File: src/rtl/link_train_send_if.sv
// -----------------------------------------------------------------------------
// link_train_send_if
// Word handshake between the link-layer word source and the serial transmitter.
//
// Signals:
//   DOUT    [15:0]  current word, bit 15 first on the wire   (source -> sink)
//   DOPUSH          DOUT valid                                (source -> sink)
//   DOPULL          sink accepts the current word this cycle  (sink -> source)
//
// Modports:
//   master  word source (link_train_send)
//   slave   word sink (serial transmitter)
// -----------------------------------------------------------------------------
interface link_train_send_if;
    logic [15:0] DOUT;
    logic        DOPUSH;
    logic        DOPULL;

    modport master (
        output DOUT,
        output DOPUSH,
        input  DOPULL
    );

    modport slave (
        input  DOUT,
        input  DOPUSH,
        output DOPULL
    );
endinterface : link_train_send_if

File: src/rtl/link_train_send.sv
// -----------------------------------------------------------------------------
// link_train_send
// Transmit word source for the LVDS serdes test path. After reset or CLR it
// emits TRAIN_LEN training words so the far-end word aligner can lock, then a
// PRBS-15 (x^15 + x^14 + 1) payload with optional periodic sync words.
//
// Build option:
//   LINK_TRAIN_SEND_SYNC_EN  defined   : one SYNC_WORD after every SYNC_PERIOD
//                                        PRBS words.
//                            undefined : uninterrupted PRBS payload, no
//                                        payload counter.
//
// Parameters:
//   TRAIN_LEN    training words accepted before payload (1..65535)
//   SYNC_PERIOD  PRBS words between sync words (2..65535)
//   TRAIN_WORD   training pattern word
//   SYNC_WORD    sync marker word
//
// Ports:
//   RSTXF     in   asynchronous reset, active-low
//   CLKF      in   word clock
//   CLR       in   synchronous restart of training and all counters
//   lnk       if   master side: DOUT / DOPUSH out, DOPULL in
//   PHY_INIT  out  high while training
//   SEND_CNT  out  accepted payload words (PRBS + sync), saturating
// -----------------------------------------------------------------------------
module link_train_send #(
    parameter int unsigned TRAIN_LEN   = 64,
    parameter int unsigned SYNC_PERIOD = 1024,
    parameter logic [15:0] TRAIN_WORD  = 16'hFF00,
    parameter logic [15:0] SYNC_WORD   = 16'h0FF0
) (
    input  logic                     RSTXF,
    input  logic                     CLKF,
    input  logic                     CLR,
    link_train_send_if.master        lnk,
    output logic                     PHY_INIT,
    output logic [47:0]              SEND_CNT
);

    typedef enum logic [1:0] {
        ST_TRAIN = 2'd0,   // presenting training words
        ST_DATA  = 2'd1,   // presenting a PRBS word
        ST_SYNC  = 2'd2    // presenting the sync word (part of DATA phase)
    } state_t;

    localparam logic [15:0] TRAIN_LAST = 16'(TRAIN_LEN - 1);

    state_t      r_state;
    logic [15:0] r_train_cnt;
    logic [14:0] r_prbs;        // r_prbs[14] is the earliest pending bit
    logic [15:0] r_dout;
    logic        r_dopush;
    logic        r_phy_init;
    logic [47:0] r_send_cnt;

    logic        w_accept;
    logic        w_train_last;
    logic        w_sync_hit;
    logic [15:0] w_prbs_word;
    logic [14:0] w_prbs_adv;

    assign w_accept     = r_dopush & lnk.DOPULL;
    assign w_train_last = (r_train_cnt == TRAIN_LAST);

`ifdef LINK_TRAIN_SEND_SYNC_EN
    localparam logic [15:0] PAY_LAST = 16'(SYNC_PERIOD - 1);

    logic [15:0] r_pay_cnt;     // PRBS words accepted since the last sync

    // The PRBS word being accepted is the last one before a sync marker.
    assign w_sync_hit = (r_pay_cnt == PAY_LAST);
`else
    assign w_sync_hit = 1'b0;
`endif

    // Sixteen serial steps of a(n) = a(n-15) ^ a(n-14): the word collects the
    // bits in emission order (earliest into bit 15) and w_prbs_adv is the
    // state for the following word.
    always_comb begin : prbs_step
        logic [14:0] v_s;
        // NOTE: every variable written here gets a value before any branch or
        // loop so that no latch can be inferred.
        v_s         = r_prbs;
        w_prbs_word = '0;
        for (int i = 15; i >= 0; i--) begin
            w_prbs_word[i] = v_s[14];
            v_s            = {v_s[13:0], v_s[14] ^ v_s[13]};
        end
        w_prbs_adv = v_s;
    end

    // Single registered FSM. DOUT always holds the word on offer; an accept
    // loads the next word, so the PRBS state is one word ahead of DOUT.
    always_ff @(posedge CLKF or negedge RSTXF) begin
        // NOTE: sequential state is updated only with non-blocking assignments
        // so every register samples the pre-edge values of the others.
        if (!RSTXF) begin
            r_state     <= ST_TRAIN;
            r_train_cnt <= '0;
            r_prbs      <= '1;
            r_dout      <= '0;
            r_dopush    <= 1'b0;
            r_phy_init  <= 1'b1;
            r_send_cnt  <= '0;
`ifdef LINK_TRAIN_SEND_SYNC_EN
            r_pay_cnt   <= '0;
`endif
        end else if (CLR) begin
            // Same as reset except that the first training word is on offer.
            r_state     <= ST_TRAIN;
            r_train_cnt <= '0;
            r_prbs      <= '1;
            r_dout      <= TRAIN_WORD;
            r_dopush    <= 1'b1;
            r_phy_init  <= 1'b1;
            r_send_cnt  <= '0;
`ifdef LINK_TRAIN_SEND_SYNC_EN
            r_pay_cnt   <= '0;
`endif
        end else if (!r_dopush) begin
            // First edge after reset release: offer the first training word.
            r_dout   <= TRAIN_WORD;
            r_dopush <= 1'b1;
        end else if (w_accept) begin
            if ((r_state != ST_TRAIN) && (r_send_cnt != '1)) begin
                r_send_cnt <= r_send_cnt + 48'd1;
            end

            case (r_state)
                ST_TRAIN: begin
                    if (w_train_last) begin
                        r_state     <= ST_DATA;
                        r_phy_init  <= 1'b0;
                        r_train_cnt <= '0;
                        r_dout      <= w_prbs_word;
                        r_prbs      <= w_prbs_adv;
                    end else begin
                        r_train_cnt <= r_train_cnt + 16'd1;
                    end
                end

                ST_DATA: begin
                    if (w_sync_hit) begin
                        // Sync word does not consume PRBS bits.
                        r_state <= ST_SYNC;
                        r_dout  <= SYNC_WORD;
`ifdef LINK_TRAIN_SEND_SYNC_EN
                        r_pay_cnt <= '0;
`endif
                    end else begin
                        r_dout <= w_prbs_word;
                        r_prbs <= w_prbs_adv;
`ifdef LINK_TRAIN_SEND_SYNC_EN
                        r_pay_cnt <= r_pay_cnt + 16'd1;
`endif
                    end
                end

                ST_SYNC: begin
                    r_state <= ST_DATA;
                    r_dout  <= w_prbs_word;
                    r_prbs  <= w_prbs_adv;
                end

                default: begin
                    r_state <= ST_TRAIN;
                end
            endcase
        end
    end

    assign lnk.DOUT   = r_dout;
    assign lnk.DOPUSH = r_dopush;
    assign PHY_INIT   = r_phy_init;
    assign SEND_CNT   = r_send_cnt;

endmodule : link_train_send

File: src/flat_wrapper.sv
// flat-port wrapper written by rule: the top's interface ports become plain ports
module link_train_send_flat 
#(
    parameter int unsigned TRAIN_LEN   = 64,
    parameter int unsigned SYNC_PERIOD = 1024,
    parameter logic [15:0] TRAIN_WORD  = 16'hFF00,
    parameter logic [15:0] SYNC_WORD   = 16'h0FF0
)
  (RSTXF, CLKF, CLR, PHY_INIT, SEND_CNT, lnk_DOUT, lnk_DOPUSH, lnk_DOPULL);
  link_train_send_if lnk_i ();
  input  logic RSTXF;
  input  logic CLKF;
  input  logic CLR;
  output logic PHY_INIT;
  output logic [47:0] SEND_CNT;
  output wire logic [$bits(lnk_i.DOUT)-1:0] lnk_DOUT;
  output wire logic [$bits(lnk_i.DOPUSH)-1:0] lnk_DOPUSH;
  input wire logic [$bits(lnk_i.DOPULL)-1:0] lnk_DOPULL;
  assign lnk_DOUT = lnk_i.DOUT;
  assign lnk_DOPUSH = lnk_i.DOPUSH;
  assign lnk_i.DOPULL = lnk_DOPULL;
  link_train_send #(.TRAIN_LEN(TRAIN_LEN), .SYNC_PERIOD(SYNC_PERIOD), .TRAIN_WORD(TRAIN_WORD), .SYNC_WORD(SYNC_WORD)) u_core (.RSTXF(RSTXF), .CLKF(CLKF), .CLR(CLR), .lnk(lnk_i), .PHY_INIT(PHY_INIT), .SEND_CNT(SEND_CNT));
endmodule
File: config.mk
export PLATFORM = sky130hd
export DESIGN_NAME = link_train_send_flat
export DESIGN_NICKNAME = d
export VERILOG_FILES = /design/src/rtl/link_train_send_if.sv /design/src/rtl/link_train_send.sv /design/src/flat_wrapper.sv
export SDC_FILE = /design/constraint.sdc
export NUM_CORES = 1
export LEC_CHECK = 0
export CORE_ASPECT_RATIO = 0.75
export CORE_MARGIN = 2
export CORE_UTILIZATION = 50
export CTS_CLUSTER_DIAMETER = 40
export DETAILED_ROUTE_END_ITERATION = 8
export PLACE_DENSITY_LB_ADDON = 0.3
export SYNTH_ARGS = -nofsm -noshare
export SYNTH_HDL_FRONTEND = slang
export SYNTH_SLANG_ARGS = --single-unit
File: constraint.sdc
create_clock -name CLKF -period 2.31 [get_ports CLKF]
set_input_delay 0.231 -clock CLKF [delete_from_list [all_inputs] [get_ports CLKF]]
set_output_delay 0.231 -clock CLKF [all_outputs]
set_load 0.02 [all_outputs]
# --- Yosys cells after proc, flatten, opt, wreduce, memory -nomap -nowiden ---
# Index checks and enable logic that the tools add are counted.
totals:
  reg_bits: 99
  inputBits: 4
  out_inout_bits: 66
classes:
  n_reduce_logical: 16
  n_eq_ne: 9
  n_addsub: 2
  n_mux: 29
  bitwise_logic: 17
ops:
  columns: ["operator", "count"]
  rows:
  - ["$mux 48", 4]
  - ["$mux 16", 9]
  - ["$mux 15", 4]
  - ["$add 48x1->48 const B", 1]
  - ["$ne 48x48->1 const B", 1]
  - ["$pmux 16 s2", 1]
  - ["$pmux 15 s2", 1]
  - ["$add 16x1->16 const B", 1]
  - ["$eq 16x6->1 const B", 1]
  - ["$xor 1x1->1", 16]
  - ["$reduce_and 4->1", 3]
  - ["$reduce_bool 2->1", 6]
  - ["$reduce_and 3->1", 3]
  - ["$mux 2", 4]
  - ["$ne 4x4->1 const B", 2]
  - ["$pmux 2 s3", 1]
  - ["$mux 1", 5]
  - ["$ne 3x2->1 const B", 1]
  - ["$ne 3x3->1 const B", 1]
  - ["$reduce_bool 3->1", 1]
  - ["$eq 2x1->1 const B", 1]
  - ["$eq 2x2->1 const B", 1]
  - ["$logic_not 2->1", 1]
  - ["$ne 2x2->1 const B", 1]
  - ["other kinds (3)", 3]

# --- Depth between registers and ports, before layout ---
# Gate-level depths: netlist (run 1).
logic_depth:
  word_depth: 7
  mapped_depth: 9

# --- Least setup slack after synthesis (run 1) ---
# OpenSTA, ideal clock, no wires.
synth_timing:
  path_kind: "reg-to-reg"
  from: "register u_core.r_train_cnt[0]"
  to: "register u_core.r_prbs[5]"
  t_required_ns: 2.228
  arrival_time_ns: 2.071
  slack_ns: 0.158
  synth_period_minus_slack_ns: 2.152
  stages_incl_launch_ff: 10
  cell_sequence: "dfrtp_1 > ha_1 > and3_1 > and3_1 > and4_1 > buf_2 > o21bai_2 > buf_2 > nor2_1 > a211o_1"
synth_between:
  elab_chain_cells: 3
synth_lines:
  columns: ["item", "line", "rtl"]
  rows:
  - ["start, declared", "link_train_send.sv:50", "logic [15:0] r_train_cnt;"]
  - ["start signal, assigned", "link_train_send.sv:139", "r_train_cnt <= r_train_cnt + 16'd1;"]
  - ["$eq 16x6->1", "link_train_send.sv:64", "assign w_train_last = (r_train_cnt == TRAIN_LAST);"]
  - ["$ne 3x2->1 (no line)", null, null]
  - ["$reduce_and 4->1 (no line)", null, null]
  - ["end signal, assigned", "link_train_send.sv:137", "r_prbs <= w_prbs_adv;"]
  - ["end signal, assigned", "link_train_send.sv:153", "r_prbs <= w_prbs_adv;"]
  - ["end signal, assigned", "link_train_send.sv:163", "r_prbs <= w_prbs_adv;"]
  - ["end, declared", "link_train_send.sv:51", "logic [14:0] r_prbs;"]
# No other way between the ends.
# A chain may end at the register's enable or synchronous reset.

# --- Worst setup path after layout (run 1) ---
layout_timing:
  from: "register u_core.r_send_cnt[16], in the netlist u_core.SEND_CNT[16]"
  to: "register u_core.r_send_cnt[13], in the netlist u_core.SEND_CNT[13]"
layout_between:
  elab_chain_cells: 4
layout_lines:
  columns: ["item", "line", "rtl"]
  rows:
  - ["start, declared", "link_train_send.sv:55", "logic [47:0] r_send_cnt;"]
  - ["start signal, assigned", "link_train_send.sv:127", "r_send_cnt <= r_send_cnt + 48'd1;"]
  - ["$ne 48x48->1", "link_train_send.sv:126", "if ((r_state != ST_TRAIN) && (r_send_cnt != '1)) begin"]
  - ["$logic_and 1x1->1", "link_train_send.sv:126", null]
  - ["$reduce_bool 2->1 (no line)", null, null]
  - ["$reduce_and 3->1 (no line)", null, null]
# No other way between the ends.

==> flow_summary.yaml, run 1 <==
cts:
  h-tree-depth: 3
  cts_buffers: 9
  clkTransAtPathRegs_ps: 60
  clkLatencyLatePin_ps: 350
  cts_max_path_buffers: 2
  clock-root-buffer: "clkbuf_16"
  cts.sinks: 98
  cts_tree: "yes"
route:
  via_count: 4452
  ant_nets: 0
  drt_iter0_drc: 390
  vias_per_cell: 5.76
  first_pass_iters: 5
  drc: 0
  drt_wl_total_mm: 12.7
  wl_per_cell_um: 16.4
global_route:
  antenna_found_initial: 0
  grt_pass1_vias: 4394
  overflow: 0
  grt_busiest_layer: "met2"
  grt.met1_usage: 0.339
  grt_use_total: 0.242
  groute.layer.met3.usage: 0.0510
  grt_pass1_wl_mm: 21.5
  grtUsageMet2: 0.374
  grt_start_max_net_pins: 74
synth:
  synthDistinctLibCells: 56
  ys_seq_area_frac: 0.481
  synth_top_cell_area_share: 0.399
  synth.most_common_cell: "dfrtp_1"
  syn_area_sq_um: 5140
  yosys_register_bits: 98
  synth.area.top_cells: "dfrtp_1, dfstp_2, nor2_1"
  synth_edf_count: 0
  synthCells: 531
  synthTopCellsByCount: "dfrtp_1, nor2_1, nand3_1, xnor2_1, nand2_1"
  yosysWarnings: 0
  syn_area_per_cell_sq_um: 9.68
  synth_nets: 537
  yosysTopAreaCell: "dfrtp_1"
  ys.flop_type: "dfrtp_1"
  synthArstFlopShare: 1.00
timing:
  slew_viol_final: 0
  fmax_mhz: 448
  fin_setup_tns_ps: 0
  clock-skew-final_ps: 5.00
  finalHoldViolations: 0
  final.period_utilization: 0.967
  max_slew_margin: 0.610
  final.min_clock_period_ps: 2230
  setup_viol: 0
  tightest_slew_ps: 585
  rsz0062_at_grt: "false"
critical_path:
  critical-path-max-stage-delay_ps: 410
  crit_family: "simple AND/OR/NAND/NOR gates"
  critPathLaunchType: "flip-flop"
  slowest_stage: "or4_1"
  path_class: "reg2reg"
  worst-path-buf-inv: 2
  worstSetupEndpointType: "flip-flop"
  cp_data_required_time_ps: 2570
  arrival_ps: 2490
  crit_chain: "buf_4 -> and3_1 -> and3_1 -> nand3b_1 -> o21ai_1 -> buf_4 -> or4_1 -> a21oi_1"
  worstPathMaxFanout: 12
finish:
  final_util: 0.654
  area_delta_synth_final_pct: 28.8
  n_antenna_cell: 0
  multi_input_area_sq_um: 2570
  drive_gt1_frac: 0.157
  finish.net_count: 638
  fillers: 800
  ff_latch_area_sq_um: 2470
placed_design:
  post-dp-hpwl_mm: 8.76
  port-buffer-count: 69
  place_congestion: 0.898
floorplan:
  dieArea_sq_um: 11100
  die_w_um: 121
  io_pins: 70
  die_h_um: 91.8
  coreArea_sq_um: 10100
  start_util: 0.508
  rows: 32
status:
  status: "completed"
min_path:
  holdCritPathClass: "in2reg"
power_and_ir_drop:
  leakagePower_nw: 2.67
  vdd_ir_drop_max_mv: 0.428
  pwr_density_cell_nw_per_um2: 530
job:
  drv_cap: 0
## area by class of cell
class | instances | share of cell area
multi-input cells | 403 | 0.388
flip-flops and latches | 98 | 0.373
repair buffers | 116 | 0.161
clock buffers | 12 | 0.0387
well taps | 136 | 0.0257
clock inverters | 4 | 0.0111
inverters | 4 | 0.00227
## report_power, final
part	internal (mW)	switching [mW]	leakage [nW]
combinational	0.0369	0.0925	1.24
sequential	1.73	0.00761	1.27
clock	1.01	0.637	0.163
## sequential cells by signal, indices dropped and copies added (netlist names)
name,flops
u_core.PHY_INIT,1
u_core.lnk.DOUT,16
u_core.r_train_cnt,16
u_core.r_state,1
u_core.SEND_CNT,48
u_core.lnk.DOPUSH,1
u_core.r_prbs,15
## path summary, 6_finish.rpt
| check | from | depth (start not counted) | endpoint | slack (ps) |
|---|---|---|---|---|
| max | u_core.SEND_CNT[16] | 8 | u_core.SEND_CNT[13] | 80 |
| min | CLR | 4 | u_core.r_train_cnt[4] | 290 |
| max reg2reg | u_core.SEND_CNT[16] | 8 | u_core.SEND_CNT[13] | 80 |
| min reg2reg | u_core.PHY_INIT | 1 | u_core.PHY_INIT | 510 |
| max in group asynchronous | RSTXF | 3 | u_core.r_prbs[3] | 1240 |
| min in group asynchronous | RSTXF | 2 | u_core.lnk.DOUT[12] | 340 |
## layer usage
layer	part of all wire	wire length (um)
met1	0.46	5890
met2	0.47	5940
met5	0	0
met4	0.014	176
met3	0.054	686
## through the flow
step	power (mW)	hold WS, ps	cells	setup slack, ps	cell area, sq um
after global placement	1.89	161	754	89.4	6250
after detailed placement	1.90	172	754	23.3	6250
after floorplan	1.82	-64.6	531	158	5140
after global routing	3.65	323	773	5.37	6620
after CTS	3.55	277	771	103	6590
final	3.51	290	773	76.9	6620
## layout by cell type, fill, tap and decap left out, drive strengths merged, types with 3 or more instances in the layout
master / n
clkbuf: 12
nand2b: 3
o21bai: 10
a211o: 15
o31ai: 7
nand4: 19
a211oi: 3
dfrtp: 82
and4: 9
inv: 4
clkdlybuf4s50: 67
mux2: 3
and3b: 8
dfstp: 16
nand2: 28
nor2b: 7
xor2: 24
or3: 11
o2111ai: 7
a21oi: 26
nor2: 74
nand3: 38
o21ai: 21
nor4: 8
buf: 48
and3: 14
or4: 5
xnor2: 30
or2: 3
nor3: 12
## what timing repair did
item                                    CTS  global route
gates resized for setup                   0             3
hold endpoints to repair                 24             0
endpoints found under the setup margin    0             3
buffers inserted                          0             2
hold buffers                              1             0
## cells by family after synthesis
family                   Yosys count  share of synthesized area
AND/OR/NAND/NOR                  246                      0.265
flip-flops                        98                      0.481
AO/OA/AOI/OAI                     97                      0.127
XOR/XNOR                          54                     0.0920
buffers and inverters             30                     0.0238
multiplexers                       3                    0.00657
adder cells (fa/ha/maj)            2                    0.00487
other                              1                   0.000729
## worst min-delay path, cell delays in order
cell,delay (ps)
buf_2,140
nor2_1,90
o21ai_0,70
o21ai_0,60
Power figures use the tool's default switching activity.
==> inputs of run 2 (changes only) <==
--- a/config.mk
+++ b/config.mk
@@ -10,6 +10,7 @@
 export CORE_UTILIZATION = 50
 export CTS_CLUSTER_DIAMETER = 40
 export DETAILED_ROUTE_END_ITERATION = 8
+export MAX_ROUTING_LAYER = met4
 export PLACE_DENSITY_LB_ADDON = 0.3
 export SYNTH_ARGS = -nofsm -noshare
 export SYNTH_HDL_FRONTEND = slang
==> run 2 against run 1 <==
Sequential share of layout area is the same. Core utilization is the same. Clock-buffer cell count is the same. Combinational power is essentially flat. Fmax grew 0.65%. Hold slack gained 5.9 ps. Wire length grew 0.28%. First-iteration DRC count shrank 14%. Global-route usage grew 0.72 points. Worst setup slack gained 14 ps. Final area is the same. Total power is essentially flat. Critical endpoint unchanged.
==> flow_summary.yaml, run 2 (same netlist as run 1, synthesis figures left out) <==
status:
  status: "completed"
power_and_ir_drop:
  pwr_density_cell_nw_per_um2: 530
  pwr-share-seq: 0.494
  switching_power_mw: 0.738
  pwr-share-comb: 0.037
  pwr-share-clk: 0.469
  leakagePower_nw: 2.67
  internal-power_mw: 2.77
  switching_share: 0.210
  vdd_ir_drop_max_mv: 0.430
global_route:
  grt_pass1_wl_mm: 21.5
  grt_use_total: 0.250
  grt.met1_usage: 0.340
  grt_start_max_net_pins: 74
  grt_busiest_layer: "met2"
  grtUsageMet2: 0.375
  grt_pass1_vias: 4391
  groute.layer.met3.usage: 0.0491
  antenna_found_initial: 0
  overflow: 0
floorplan:
  die_h_um: 91.8
  rows: 32
  io_pins: 70
  die_w_um: 121
  start_util: 0.508
  coreArea_sq_um: 10100
  dieArea_sq_um: 11100
critical_path:
  cp_data_required_time_ps: 2570
  arrival_ps: 2480
  worstPathMaxFanout: 12
  critical-path-max-stage-delay_ps: 410
  slowest_stage: "or4_1"
  crit_chain: "buf_4 -> and3_1 -> and3_1 -> nand3b_1 -> o21ai_1 -> buf_4 -> or4_1 -> a21oi_1"
  worst-path-buf-inv: 2
  critPathLaunchType: "flip-flop"
  worstSetupEndpointType: "flip-flop"
  crit_family: "simple AND/OR/NAND/NOR gates"
  path_class: "reg2reg"
finish:
  area_delta_synth_final_pct: 28.8
  stdcell_area_sq_um: 6620
  finalNonFillerCells: 773
  largest_register_ff_count: 48
  final_cell_mix: "dfrtp_1, nor2_1, clkdlybuf4s50_1"
  drive_gt1_frac: 0.157
  final_common_cell: "dfrtp_1"
  n_antenna_cell: 0
  finish.net_count: 638
  fillers: 800
route:
  ant_nets: 0
  drt_iter0_drc: 336
  vias_per_cell: 5.79
  wl_per_cell_um: 16.5
  first_pass_iters: 5
  via_count: 4474
  drc: 0
  drt_wl_total_mm: 12.7
job:
  drv_cap: 0
cts:
  cts_buffers: 9
  h-tree-depth: 3
  clkLatencyLatePin_ps: 350
  cts.sinks: 98
  cts_tree: "yes"
  clkTransAtPathRegs_ps: 70
  clock-root-buffer: "clkbuf_16"
  cts_max_path_buffers: 2
timing:
  clock-skew-final_ps: 6.01
  final.period_utilization: 0.960
  final.min_clock_period_ps: 2220
  fin_setup_tns_ps: 0
  max_slew_margin: 0.596
  fmax_mhz: 451
  setup_viol: 0
  rsz0062_at_grt: "false"
  finalHoldViolations: 0
  tightest_slew_ps: 607
  slew_viol_final: 0
placed_design:
  dpl.cell_count: 754
  place_congestion: 0.914
  dpl_cell_area_sq_um: 6250
  port-buffer-count: 69
  post-dp-hpwl_mm: 8.76
min_path:
  holdCritPathClass: "in2reg"
==> run 2: metal layers <==
layer / vias to the layer above / part of all wire
met2: 131 / 0.47
li1: 2121 / -
met1: 2206 / 0.46
met5: - / 0
met4: 0 / 0.011
met3: 16 / 0.050
==> run 2: cell type report <==
| type | count | area [sq um] | area share |
|---|---|---|---|
| clock buffers | 12 | 256 | 0.0387 |
| clock inverters | 4 | 73.8 | 0.0111 |
| inverters | 4 | 15.0 | 0.00227 |
| multi-input cells | 403 | 2570 | 0.388 |
| flip-flops and latches | 98 | 2470 | 0.373 |
| well taps | 136 | 170 | 0.0257 |
| repair buffers | 116 | 1060 | 0.161 |
==> run 2: power by group through the flow <==
stage,clock network (mW),registers (mW),logic (mW)
finish,1.65,1.73,0.130
global route,1.77,1.73,0.145
CTS,1.68,1.73,0.132
detailed placement,0,1.77,0.131
global placement,0,1.77,0.125
floorplan,0,1.77,0.0555
==> run 2: timing repair <==
action | CTS | global route
hold buffers | 1 | 0
endpoints found under the hold margin | 24 | 0
buffers inserted | 0 | 2
resized for setup | 0 | 3
endpoints found under the setup margin | 0 | 3
==> run 2: worst register-to-register path: cells and delay by family (launching register included) <==
family,cells,cell delay (ps)
DFF,1,390
buffers and inverters,2,350
AOI/OAI and AO/OA,2,290
and+or+nand+nor,4,1110
==> run 2: final timing paths <==
kind / end / slack (ps) / cells after the start / start
max: u_core.SEND_CNT[13] / 90 / 8 / u_core.SEND_CNT[16]
min in group asynchronous: u_core.lnk.DOUT[12] / 340 / 2 / RSTXF
max reg2reg: u_core.SEND_CNT[13] / 90 / 8 / u_core.SEND_CNT[16]
min: u_core.r_train_cnt[6] / 300 / 4 / CLR
max in group asynchronous: u_core.r_prbs[3] / 1250 / 3 / RSTXF
min reg2reg: u_core.PHY_INIT / 510 / 1 / u_core.PHY_INIT
==> run 2: through the flow <==
step / total power, mW / setup WS [ps] / utilization / hold WS (ps)
2_1_floorplan: 1.82 / 158 / - / -64.6
3_3_place_gp: 1.89 / 89.4 / 0.617 / 161
3_5_place_dp: 1.90 / 23.3 / 0.617 / 172
4_1_cts: 3.55 / 103 / 0.651 / 277
5_1_grt: 3.65 / 5.35 / 0.654 / 324
6_report: 3.51 / 91.3 / 0.654 / 296
==> variant 1, RTL diff (flow settings as in run 2) <==
The option `LINK_TRAIN_SEND_SYNC_EN` is turned on by a define.
--- a/src/rtl/link_train_send.sv
+++ b/src/rtl/link_train_send.sv
@@ -25,4 +25,6 @@
 //   SEND_CNT  out  accepted payload words (PRBS + sync), saturating
 // -----------------------------------------------------------------------------
+`define LINK_TRAIN_SEND_SYNC_EN
+
 module link_train_send #(
     parameter int unsigned TRAIN_LEN   = 64,
Function: same outputs for any inputs over 10 cycles, from zero or initial values and one cycle with RSTXF low; that may be too few to reach the edited logic, so the function may still have changed.
==> variant 1 against run 2 <==
Total power rose by 31%. Critical path type unchanged. Design area rose by 19%. First-iteration DRC count rose by 9.2%. Wire length rose by 21%. Sequential cell count rose by 17. Clock skew rose by 0.0031 ns. Combinational power rose by 10%. Area after synthesis rose by 15%. Setup slack got worse by 0.030 ns. Hold slack barely moved.
==> variant 1: results (changes against run 2) <==
* Status: finished, final reports clean
* GR Util met3 at 0.04822 (-0.0009102)
* Placed cell count at 887 (+18%)
* Vias at 5376 (+20%)
* Met3 routed WL at 751 µm (+18%)
* VDD IR max at 0.0004528 V (+5.3%)
* Net Count, Synth at 624 (+16%)
* Worst path slowest cell: dfrtp_1
* Skew-Pair Late Insertion Delay at 0.41 ns (+0.06 ns)
* RD Place Congestion at 0.9185 (+0.53%)
* Seq/Total Area, Yosys at 0.4890 (+0.008242)
* Post-Syn Instances at 614 (+16%)
* HPWL after DPL at 10.34 mm (+18%)
* Final nets at 760 (+19%)
* Drt wl/cell at 16.63 µm (+0.95%)
* First drt pass iteration count at 5 (unchanged)
* P_leak at 3.170 nW (+19%)
* HP Class: input port to flip-flop
* Layout cells sized above 1 at 0.1966 (+0.03961)
* Delay-heaviest family, CP: simple AND/OR/NAND/NOR gates
* Num CTS Buffers at 17 (+8)
* Max Root-Sink Buffers at 2 (unchanged)
* Largest net degree at the start of global routing at 52 (-30%)
* GR Util met1 at 0.3655 (+0.02512)
* CP max FO at 8 (-4)
* Clk root buf: clkbuf_16
* Avg Vias per Cell at 5.812 (+0.42%)
* Most instantiated cells after synthesis: 99 x dfrtp_1, 59 x nor2_1, 56 x nand2_1
* Initial drt markers at 367 (+9.2%)
* Diodes inserted at 0 (unchanged)
* Clk_skew at 0.009097 ns (+0.003084 ns)
* CTS H-tree depth at 4 (+1)
* Worst Tran Pin Value at 0.6081 ns (+0.001352 ns)
* Met2 wire len at 7.196 mm (+19%)
* GRT Total Usage at 0.2566 (+0.006946)
* Clk slew on worst S/H paths at 0.05 ns (-0.02 ns)
* Vias in the first global route at 5228 (+19%)
* Worst r2r path cells at 7 (-1)
* First-pass GRT wire length at 25.39 mm (+18%)
* Top cells by area, synth: dfrtp_1 42%, dfstp_2 7.1%, xnor2_1 5.5%
* Number of flip-flops in the largest register at 48 (unchanged)
* Routed metal-1 wirelength at 7.159 mm (+21%)
* Met2 Use GR at 0.3637 (-0.01086)
* Worst path arrival time at 2.54 ns (+0.06 ns)
* Final-layout fill cell count at 873 (+9.1%)
* Sw Share at 0.2206 (+0.01042)
[variant 1: cell types whose count changed after synthesis, moves of 9 or more]
cell / before / now
a211o_1: 15 / 0
a21oi_1: 25 / 43
a2bb2oi_1: 0 / 19
dfrtp_1: 82 / 99
inv_1: 4 / 13
nand2_1: 28 / 56
nor2_1: 73 / 59
nor3_1: 10 / 20
o21ai_0: 14 / 25
o21bai_1: 9 / 0
or3_1: 10 / 19
xor2_1: 24 / 13
[variant 1: repair_timing]
action,4_1_cts,5_1_grt
hold buffers,1,0
buffers inserted,0,4
endpoints found under the setup margin,1,35
gates resized for setup,1,18
cloned,0,1
endpoints found under the hold margin,32,0
pin swaps,0,2
[variant 1: power by group through the flow]
stage | Combinational, mW | Clock [mW] | Sequential [mW]
after global placement | 0.140 | 0 | 2.07
after detailed placement | 0.143 | 0 | 2.07
after CTS | 0.145 | 2.46 | 2.04
after floorplan | 0.0574 | 0 | 2.07
after global routing | 0.163 | 2.56 | 2.04
final | 0.143 | 2.42 | 2.04
[variant 1: logic make-up after synthesis]
family                   count (synthesis)  share of synthesized area
AND/OR/NAND/NOR                        264                     0.2354
other                                    1                  0.0006328
XOR/XNOR                                50                    0.07390
multiplexers                             6                    0.01098
AO/OA/AOI/OAI                          135                     0.1497
adder cells (fa/ha/maj)                  6                    0.01267
flip-flops                             115                     0.4890
buffers and inverters                   37                    0.02766
[variant 1: final timing paths]
path                                                        start  slack, ns                            endpoint
worst max register to register  u_core.r_train_cnt[0]$_DFFE_PN0P_       0.06     u_core.lnk.DOUT[10]$_DFFE_PN0P_
worst min register to register     u_core.lnk.DOUT[6]$_DFFE_PN0P_       0.49      u_core.lnk.DOUT[6]$_DFFE_PN0P_
worst min-delay path                                          CLR       0.30         u_core.PHY_INIT$_DFFE_PN1P_
max in group asynchronous                                   RSTXF       1.13        u_core.r_prbs[5]$_DFFE_PN1P_
worst max-delay path            u_core.r_train_cnt[0]$_DFFE_PN0P_       0.06     u_core.lnk.DOUT[10]$_DFFE_PN0P_
min in group asynchronous                                   RSTXF       0.32  u_core.r_train_cnt[14]$_DFFE_PN0P_
[variant 1: area by class of cell]
type | instances | area (µm²) | share of cell area
multi-input cells | 463 | 2964 | 0.3747
clock buffers | 21 | 460.4 | 0.05821
flip-flops and latches | 115 | 2903 | 0.3670
well taps | 162 | 202.7 | 0.02562
inverters | 13 | 48.80 | 0.006169
clock inverters | 11 | 87.58 | 0.01107
repair buffers | 140 | 1244 | 0.1572
[variant 1: through the flow]
stage | setup WS, ns | area (µm²)
2_1_floorplan | -0.06176 | 5931
3_3_place_gp | -0.01274 | 7222
3_5_place_dp | -0.08555 | 7222
4_1_cts | 0.001174 | 7786
5_1_grt | -0.03611 | 7910
6_report | 0.06139 | 7910
==> variant 2, RTL diff (config.mk and constraints of run 2) <==
Made on the original files. Encoding of `state_t`: now one-hot (3 bits for 3 states).
--- a/src/rtl/link_train_send.sv
+++ b/src/rtl/link_train_send.sv
@@ -39,8 +39,8 @@
 );
 
-    typedef enum logic [1:0] {
-        ST_TRAIN = 2'd0,   // presenting training words
-        ST_DATA  = 2'd1,   // presenting a PRBS word
-        ST_SYNC  = 2'd2    // presenting the sync word (part of DATA phase)
+    typedef enum logic [2:0] {
+        ST_TRAIN = 3'b001,   // presenting training words
+        ST_DATA  = 3'b010,   // presenting a PRBS word
+        ST_SYNC  = 3'b100    // presenting the sync word (part of DATA phase)
     } state_t;
 
Behaviour: no difference found for any inputs over 10 cycles, from zero or initial values and one cycle with RSTXF low; not proved beyond that.
==> variant 2 against run 2 <==
Wire length up 15%. Design area rose by 3.9%. Non-clock buffer count is 8 higher. Die area up 3.9%. Area after synthesis rose by 4.0%. Highest routed layer unchanged. Largest cell class unchanged. Setup slack worse by 0.023 ns. Combinational power fell by 12%. Sequential cell count is 1 higher. Total power shrank 2.3%. Sequential share of layout area is 1.0 points lower. Count of clock-buffer cells in the layout is 3 lower.
==> variant 2: results (changes against run 2) <==
* Status: finished, final reports clean
* Top cells by area, synth: dfrtp_1 38%, dfstp_2 8.4%, nand3_1 4.4%
* Most instantiated cells after synthesis: 82 x dfrtp_1, 47 x nand3_1, 43 x a21oi_1
* Pre-CTS setup slack at 0.003300 ns (-0.01999 ns)
* Net Switching at 0.8083 mW (+9.5%)
* Library cells used by synthesis at 49 (-13%)
* Met2 Use GR at 0.3938 (+0.01924)
* Drt wl/cell at 17.86 µm (+8.4%)
* Clock Power at 1.58 mW (-4%)
* Largest net degree at the start of global routing at 48 (-35%)
* CP max FO at 17 (+5)
* Routed WL at 14.59 mm (+15%)
* Area after DPL at 6559 µm² (+4.9%)
* R2r endpoint: u_core.lnk.DOUT[1]$_DFFE_PN0P_
* Seq/Total Area, Yosys at 0.4671 (-0.01364)
* Worst Hold End: u_core.r_train_cnt[4]$_DFFE_PN0P_
* FF-to-FF Start: u_core.r_train_cnt[13]$_DFFE_PN0P_
* CP startpoint: u_core.r_train_cnt[13]$_DFFE_PN0P_
* First-pass GRT wire length at 24.04 mm (+12%)
* Worst Hold Depth at 2 (-2)
* Crit path largest cell delay at 0.67 ns (+0.26 ns)
* Worst setup path endpoint: u_core.lnk.DOUT[1]$_DFFE_PN0P_
* Power Density at 498.5 nW/µm² (-6.0%)
* Final nets at 682 (+6.9%)
* RD Place Congestion at 0.8853 (-3.1%)
* Placed cell count at 800 (+6.1%)
* Worst path arrival time at 2.45 ns (-0.03 ns)
* Post-Syn Instances at 577 (+8.7%)
## variant 2: cell count changes after synthesis, moves of 15 or more
cell     delta
a211o_1    -15
a21oi_1    +18
a31oi_1    +15
nor2_1     -36
nor4_1     +21
o21ai_0    +17
o31ai_1    +18
or4_1      +23
xor2_1     -18
## variant 2: repair_timing
action,CTS,global route
gates resized for setup,0,4
endpoints found under the hold margin,28,0
hold buffers,1,0
endpoints found under the setup margin,0,10
## variant 2: cell families (layout without fill, tap and decap cells)
family,after synthesis,in the layout,share of synthesized area
compound gates,128,128,0.1429
xor+xnor,29,29,0.04748
fa+ha+maj,2,2,0.004678
buf+inv,40,144,0.03205
flops,99,99,0.4671
mux,9,9,0.01871
other cells,1,1,0.0007011
simple gates,269,269,0.2863
## variant 2: layout make-up
class / instances / area, µm²
flip-flops and latches: 99 / 2500
well taps: 136 / 170.2
multi-input cells: 438 / 2708
clock inverters: 7 / 78.83
repair buffers: 124 / 1186
clock buffers: 9 / 225.2
inverters: 4 / 15.01
fillers: 830 / 3447
